$ cat config.mk
export PLATFORM = sky130hd
export DESIGN_NAME = aes_key_schedule
export DESIGN_NICKNAME = d
export VERILOG_FILES = /design/src/rtl/aes_pkg.sv /design/src/rtl/aes_sbox.sv /design/src/rtl/aes_sub_word.sv /design/src/rtl/aes_key_schedule.sv
export SDC_FILE = /design/constraint.sdc
export NUM_CORES = 2
export LEC_CHECK = 0
export CORE_MARGIN = 3
export CORE_UTILIZATION = 59
export DETAILED_ROUTE_END_ITERATION = 8
export PLACE_DENSITY = 0.81
export SLEW_MARGIN = 20
export SYNTH_ARGS = -nofsm -noshare
export SYNTH_HDL_FRONTEND = slang
export SYNTH_SLANG_ARGS = --single-unit
$ cat constraint.sdc
create_clock -name clk -period 16.7 [get_ports clk]
set_input_delay 2.505 -clock clk [delete_from_list [all_inputs] [get_ports clk]]
set_output_delay 2.505 -clock clk [all_outputs]
set_load 0.01 [all_outputs]
$ cat src/rtl/aes_pkg.sv
// Shared AES types, constants and GF(2^8) helpers used by the cipher datapath.
package aes_pkg;

    typedef logic [31:0]  word_t;
    typedef logic [127:0] state_t;

    localparam int unsigned AES_ROUNDS = 10;
    localparam logic [7:0]  RCON_INIT  = 8'h01;
    localparam logic [7:0]  AES_POLY   = 8'h1b;

    typedef enum logic [1:0] {
        IDLE   = 2'd0,
        EMIT   = 2'd1,
        FINISH = 2'd2
    } ks_state_t;

    // Multiply by x in GF(2^8) modulo x^8 + x^4 + x^3 + x + 1.
    function automatic logic [7:0] xtime(input logic [7:0] x);
        return {x[6:0], 1'b0} ^ (x[7] ? AES_POLY : 8'h00);
    endfunction

    function automatic logic [7:0] gf_mul(input logic [7:0] a, input logic [7:0] b);
        logic [7:0] acc;
        logic [7:0] sh;
        acc = 8'h00;
        sh  = a;
        for (int i = 0; i < 8; i++) begin
            if (b[i]) acc = acc ^ sh;
            sh = xtime(sh);
        end
        return acc;
    endfunction

endpackage

$ cat src/rtl/aes_sbox.sv
// AES forward S-box: multiplicative inverse in GF(2^8) followed by the affine map.
module aes_sbox
    import aes_pkg::*;
(
    input  logic [7:0] byte_i,
    output logic [7:0] byte_o
);

    // x^254 == x^-1 for x != 0, and maps 0 to 0 as the S-box requires.
    function automatic logic [7:0] gf_inv(input logic [7:0] x);
        logic [7:0] sq;
        logic [7:0] res;
        sq  = gf_mul(x, x);
        res = 8'h01;
        for (int i = 1; i < 8; i++) begin
            res = gf_mul(res, sq);
            sq  = gf_mul(sq, sq);
        end
        return res;
    endfunction

    logic [7:0] inv;

    always_comb begin
        inv    = gf_inv(byte_i);
        byte_o = inv
               ^ {inv[6:0], inv[7]}
               ^ {inv[5:0], inv[7:6]}
               ^ {inv[4:0], inv[7:5]}
               ^ {inv[3:0], inv[7:4]}
               ^ 8'h63;
    end

endmodule

$ cat src/rtl/aes_sub_word.sv
// SubWord: applies the AES S-box to each byte of a 32-bit word.
module aes_sub_word
    import aes_pkg::*;
(
    input  word_t word_i,
    output word_t word_o
);

    for (genvar g = 0; g < 4; g++) begin : g_sbox
        aes_sbox u_sbox (
            .byte_i (word_i[8*g +: 8]),
            .byte_o (word_o[8*g +: 8])
        );
    end

endmodule

$ cat src/rtl/aes_key_schedule.sv
// Iterative AES-128 key expansion: streams round keys 0..10 over a valid/ready handshake,
// holding only the current round key and deriving the next one combinationally from it.
module aes_key_schedule
    import aes_pkg::*;
#(
    parameter int unsigned NUM_ROUNDS = 10
) (
    input  logic         clk,
    input  logic         rst,
    input  logic         start,
    input  logic [127:0] key_in,
    output logic         busy,
    output logic         rk_valid,
    input  logic         rk_ready,
    output logic [127:0] rk_out,
    output logic [3:0]   rk_round,
    output logic         done
);

    if (NUM_ROUNDS != AES_ROUNDS) begin : g_bad_rounds
        $error("aes_key_schedule supports only NUM_ROUNDS = 10 (AES-128)");
    end

    localparam logic [3:0] LAST_ROUND = 4'(NUM_ROUNDS);

    ks_state_t  state_q, state_d;
    state_t     rk_q, rk_d;
    logic [3:0] round_q, round_d;
    logic [7:0] rcon_q, rcon_d;
    logic       done_q, done_d;

    word_t w0, w1, w2, w3;
    word_t rot_w3, sub_w3, t_word;
    word_t n0, n1, n2, n3;

    assign w0 = rk_q[127:96];
    assign w1 = rk_q[95:64];
    assign w2 = rk_q[63:32];
    assign w3 = rk_q[31:0];

    assign rot_w3 = {w3[23:0], w3[31:24]};

    aes_sub_word u_sub_word (
        .word_i (rot_w3),
        .word_o (sub_w3)
    );

    assign t_word = sub_w3 ^ {rcon_q, 24'h0};
    assign n0     = w0 ^ t_word;
    assign n1     = w1 ^ n0;
    assign n2     = w2 ^ n1;
    assign n3     = w3 ^ n2;

    always_comb begin
        state_d = state_q;
        rk_d    = rk_q;
        round_d = round_q;
        rcon_d  = rcon_q;
        done_d  = 1'b0;
        unique case (state_q)
            IDLE: begin
                if (start) begin
                    rk_d    = key_in;
                    round_d = 4'd0;
                    rcon_d  = RCON_INIT;
                    state_d = EMIT;
                end
            end
            EMIT: begin
                if (rk_ready) begin
                    if (round_q == LAST_ROUND) begin
                        state_d = FINISH;
                        done_d  = 1'b1;
                    end else begin
                        rk_d    = {n0, n1, n2, n3};
                        round_d = round_q + 4'd1;
                        rcon_d  = xtime(rcon_q);
                    end
                end
            end
            FINISH: begin
                state_d = IDLE;
            end
            default: begin
                state_d = IDLE;
            end
        endcase
    end

    always_ff @(posedge clk) begin
        if (rst) begin
            state_q <= IDLE;
            rk_q    <= '0;
            round_q <= '0;
            rcon_q  <= '0;
            done_q  <= 1'b0;
        end else begin
            state_q <= state_d;
            rk_q    <= rk_d;
            round_q <= round_d;
            rcon_q  <= rcon_d;
            done_q  <= done_d;
        end
    end

    assign rk_valid = (state_q == EMIT);
    assign busy     = (state_q == EMIT);
    assign rk_out   = rk_q;
    assign rk_round = round_q;
    assign done     = done_q;

endmodule

==> results.sh <==
export IMPL_final_period_utilization=0.9576
export IMPL_worst_clock_skew_ns=0.01724
export IMPL_crit_top_cell="xnor2_1"
export IMPL_die_w_um=330.1
export IMPL_netlist_instances=8547
export IMPL_gp_congestion=0.9906
export IMPL_slew_headroom=0.2346
export IMPL_dp_slack_ns=-0.9715
export IMPL_finalNonFillerCells=10160
export IMPL_root_buffer="clkbuf_16"
export IMPL_cp_max_fo=16
export IMPL_holdWs_ns=0.4740
export IMPL_ys_seq_elements=143
export IMPL_ys_types=116
export IMPL_drc_errors=0
export IMPL_grt_pass1_vias=59190
export IMPL_crit_arrival_ns=16.34
export IMPL_reg2reg_from="rk_out[23]"
export IMPL_holdPathStages=2
export IMPL_area_growth_pct=13.12
export IMPL_rrSetupSlack_ns=0.71
export IMPL_ff2ff_path_depth=64
export IMPL_io_pin_count=267
export IMPL_clock_latency_ns=0.50
export IMPL_yosysSeqAreaShare=0.04619
export IMPL_cts_hold_buf=0
export IMPL_cts_max_level=4
export IMPL_grt_ovfl_total=0
export IMPL_rsz0062_at_grt="yes"
export IMPL_avgSynthCellArea_um2=7.251
export IMPL_vias=63990
export IMPL_startpoint="rk_out[23]"
export IMPL_cts_made_buffers=17
export IMPL_setup_slack_ns=0.7087
export IMPL_crit_type="reg2reg"
export IMPL_drt_initial_drc_count=7443
export IMPL_nets=8912
export IMPL_syn_area_um2=61980
export IMPL_finalWirelength_mm=209.1
export IMPL_rows=118
export IMPL_ys_flop_type="dfxtp_1"
export IMPL_path_clk_slew_ns=0.07
export IMPL_antenna_found_initial=9
export IMPL_hold_viol_final=0
export IMPL_grt_pass1_wl_mm=325.7
export IMPL_synthTopCellsByArea="xnor2_1, xnor3_1, xor2_1"
export IMPL_fp_dieArea_um2=109000
export IMPL_hold_start="rk_out[96]"
export IMPL_status="complete, no violations"
export IMPL_cts_max_path_buffers=2
export IMPL_slew_violations=0
export IMPL_cts_tree="built"
export IMPL_post_drt_wl_per_cell_um=20.59
export IMPL_period_needed_ns=15.99
export IMPL_async_flop_share=0
export IMPL_viasPerCell=6.301
export IMPL_min_path_type="reg2reg"
export IMPL_end_kind="flip-flop"
export IMPL_maxCapViolations=0
export IMPL_slowest_stage="or4_4"
export IMPL_portBuffers=266
export IMPL_drive_gt1_frac=0.1167
export IMPL_dp_hpwl_mm=154.9
export IMPL_holdPathEnd="rk_out[96]"
export IMPL_finish_utilization=0.6745
export IMPL_worst_pin_slew_ns=1.140
export IMPL_cp_data_required_time_ns=17.05
export IMPL_grt_start_max_net_pins=74
export IMPL_place_inst=10060
export IMPL_fmax_mhz=62.53
export IMPL_reg2reg_to="rk_out[28]"
export IMPL_core_um2=103900
export IMPL_drtPass1Iterations=6
export IMPL_grt_total_usage=0.3639
export IMPL_num_fill_cells=8849
export IMPL_slowest_delay_ns=0.60
export IMPL_start_util=0.5963
export IMPL_synth_warnings=0
export IMPL_synth_nets=8700
export IMPL_clock_sinks=143
export IMPL_setup_viol=0
export IMPL_critPathLaunchType="flip-flop"
export IMPL_synth_area_leader_cell="xnor2_1"
export IMPL_antenna_left=0
export IMPL_die_height_um=330.1
export IMPL_synth_top_area_share=0.2561
export IMPL_synth_edf_count=0
==> cell families after synthesis <==
logic type / Yosys count / share of synthesized area
AOI/OAI and AO/OA: 1847 / 0.1922
xor gates and xnor gates: 2723 / 0.4679
adders and majority gates: 25 / 0.004885
buffers and inverters: 715 / 0.04807
DFF: 143 / 0.04619
muxes: 249 / 0.04163
and+or+nand+nor: 2845 / 0.1992
==> what timing repair did <==
item                       in CTS  in global routing
buffers inserted                6                 57
gates cloned                    0                  0
setup endpoints to repair      71                122
resized for setup              21                166
pin swaps                       4                 33
==> metal layers <==
metal	vias to the layer above	share of wire	global-route usage
met4	8	0.033	0.1202
met3	496	0.11	0.06595
met5	-	0.00026	0
met2	3447	0.46	0.5867
met1	30240	0.40	0.4906
li1	29800	-	-
==> state kept, by name (all words and copies together) (netlist names) <==
signal    count
rk_out      128
rcon_q        8
rk_round      4
state_q       2
done          1
==> stage by stage <==
stage                     cell area (um2)  TNS [ns]
after floorplan                     61980         0
after global placement              67770    -2.717
after detailed placement            67790    -13.97
after CTS                           68570         0
after global routing                70100   -0.3399
final                               70110         0
==> cells in the final DEF, fill, tap and decap left out, types with 102 or more instances in the layout <==
| cell | count |
|---|---|
| xnor2_1 | 1695 |
| a21oi_1 | 488 |
| mux2i_1 | 204 |
| clkdlybuf4s50_1 | 265 |
| xnor2_2 | 185 |
| buf_4 | 527 |
| xor2_1 | 462 |
| o21ai_0 | 414 |
| xnor3_1 | 220 |
| nor2_1 | 1093 |
| nor3_1 | 222 |
| nand3_1 | 216 |
| a211oi_1 | 102 |
| nand2_1 | 905 |
| dfxtp_1 | 135 |
| o22ai_1 | 132 |
==> critical path, delay by kind of cell, from the launching register on <==
family | cells | cell delay [ns]
compound gates | 14 | 3.17
xor+xnor | 21 | 5.01
fa+ha+maj | 4 | 1.52
buf+inv | 7 | 1.32
flops | 1 | 0.40
mux | 3 | 0.72
simple gates | 15 | 3.65
==> worst max-delay path by stage <==
stage          cells past startpoint    endpoint
2_1_floorplan                     66  rk_out[31]
3_3_place_gp                      55   rk_out[6]
3_5_place_dp                      55   rk_out[6]
4_1_cts                           55   rk_out[6]
5_1_grt                           64  rk_out[60]
6_report                          64  rk_out[28]
==> cells in the mapped netlist, drive strengths merged, types with 14 or more instances <==
master	n
a2111oi	20
a211o	22
a211oi	108
a21o	31
a21oi	491
a221oi	58
a22o	16
a22oi	57
a311oi	19
a31oi	77
a32oi	18
and2	51
and3	33
buf	212
clkbuf	393
dfxtp	143
ha	21
inv	100
mux2	37
mux2i	209
nand2	910
nand2b	66
nand3	216
nand4	21
nor2	1101
nor2b	80
nor3	225
nor3b	16
nor4	27
o2111ai	15
o211ai	83
o21a	24
o21ai	459
o221ai	44
o22ai	133
o311ai	14
o31ai	23
o32ai	24
or2	26
or3	32
xnor2	1923
xnor3	242
xor2	520
xor3	38
==> area by class of cell <==
cell class	count	area, um2	area share
inverter	110	419.2	0.005978
tap	1380	1727	0.02463
timing repair buffer	798	6694	0.09547
clock buffer	18	439.2	0.006264
clock inverter	14	147.6	0.002106
antenna	3	7.507	0.0001071
sequential	143	2875	0.04101
multi-input combinational	7689	57800	0.8244
Power is not shown: default switching activity piles up to over one toggle a cycle in this logic, so the estimate is an artifact.
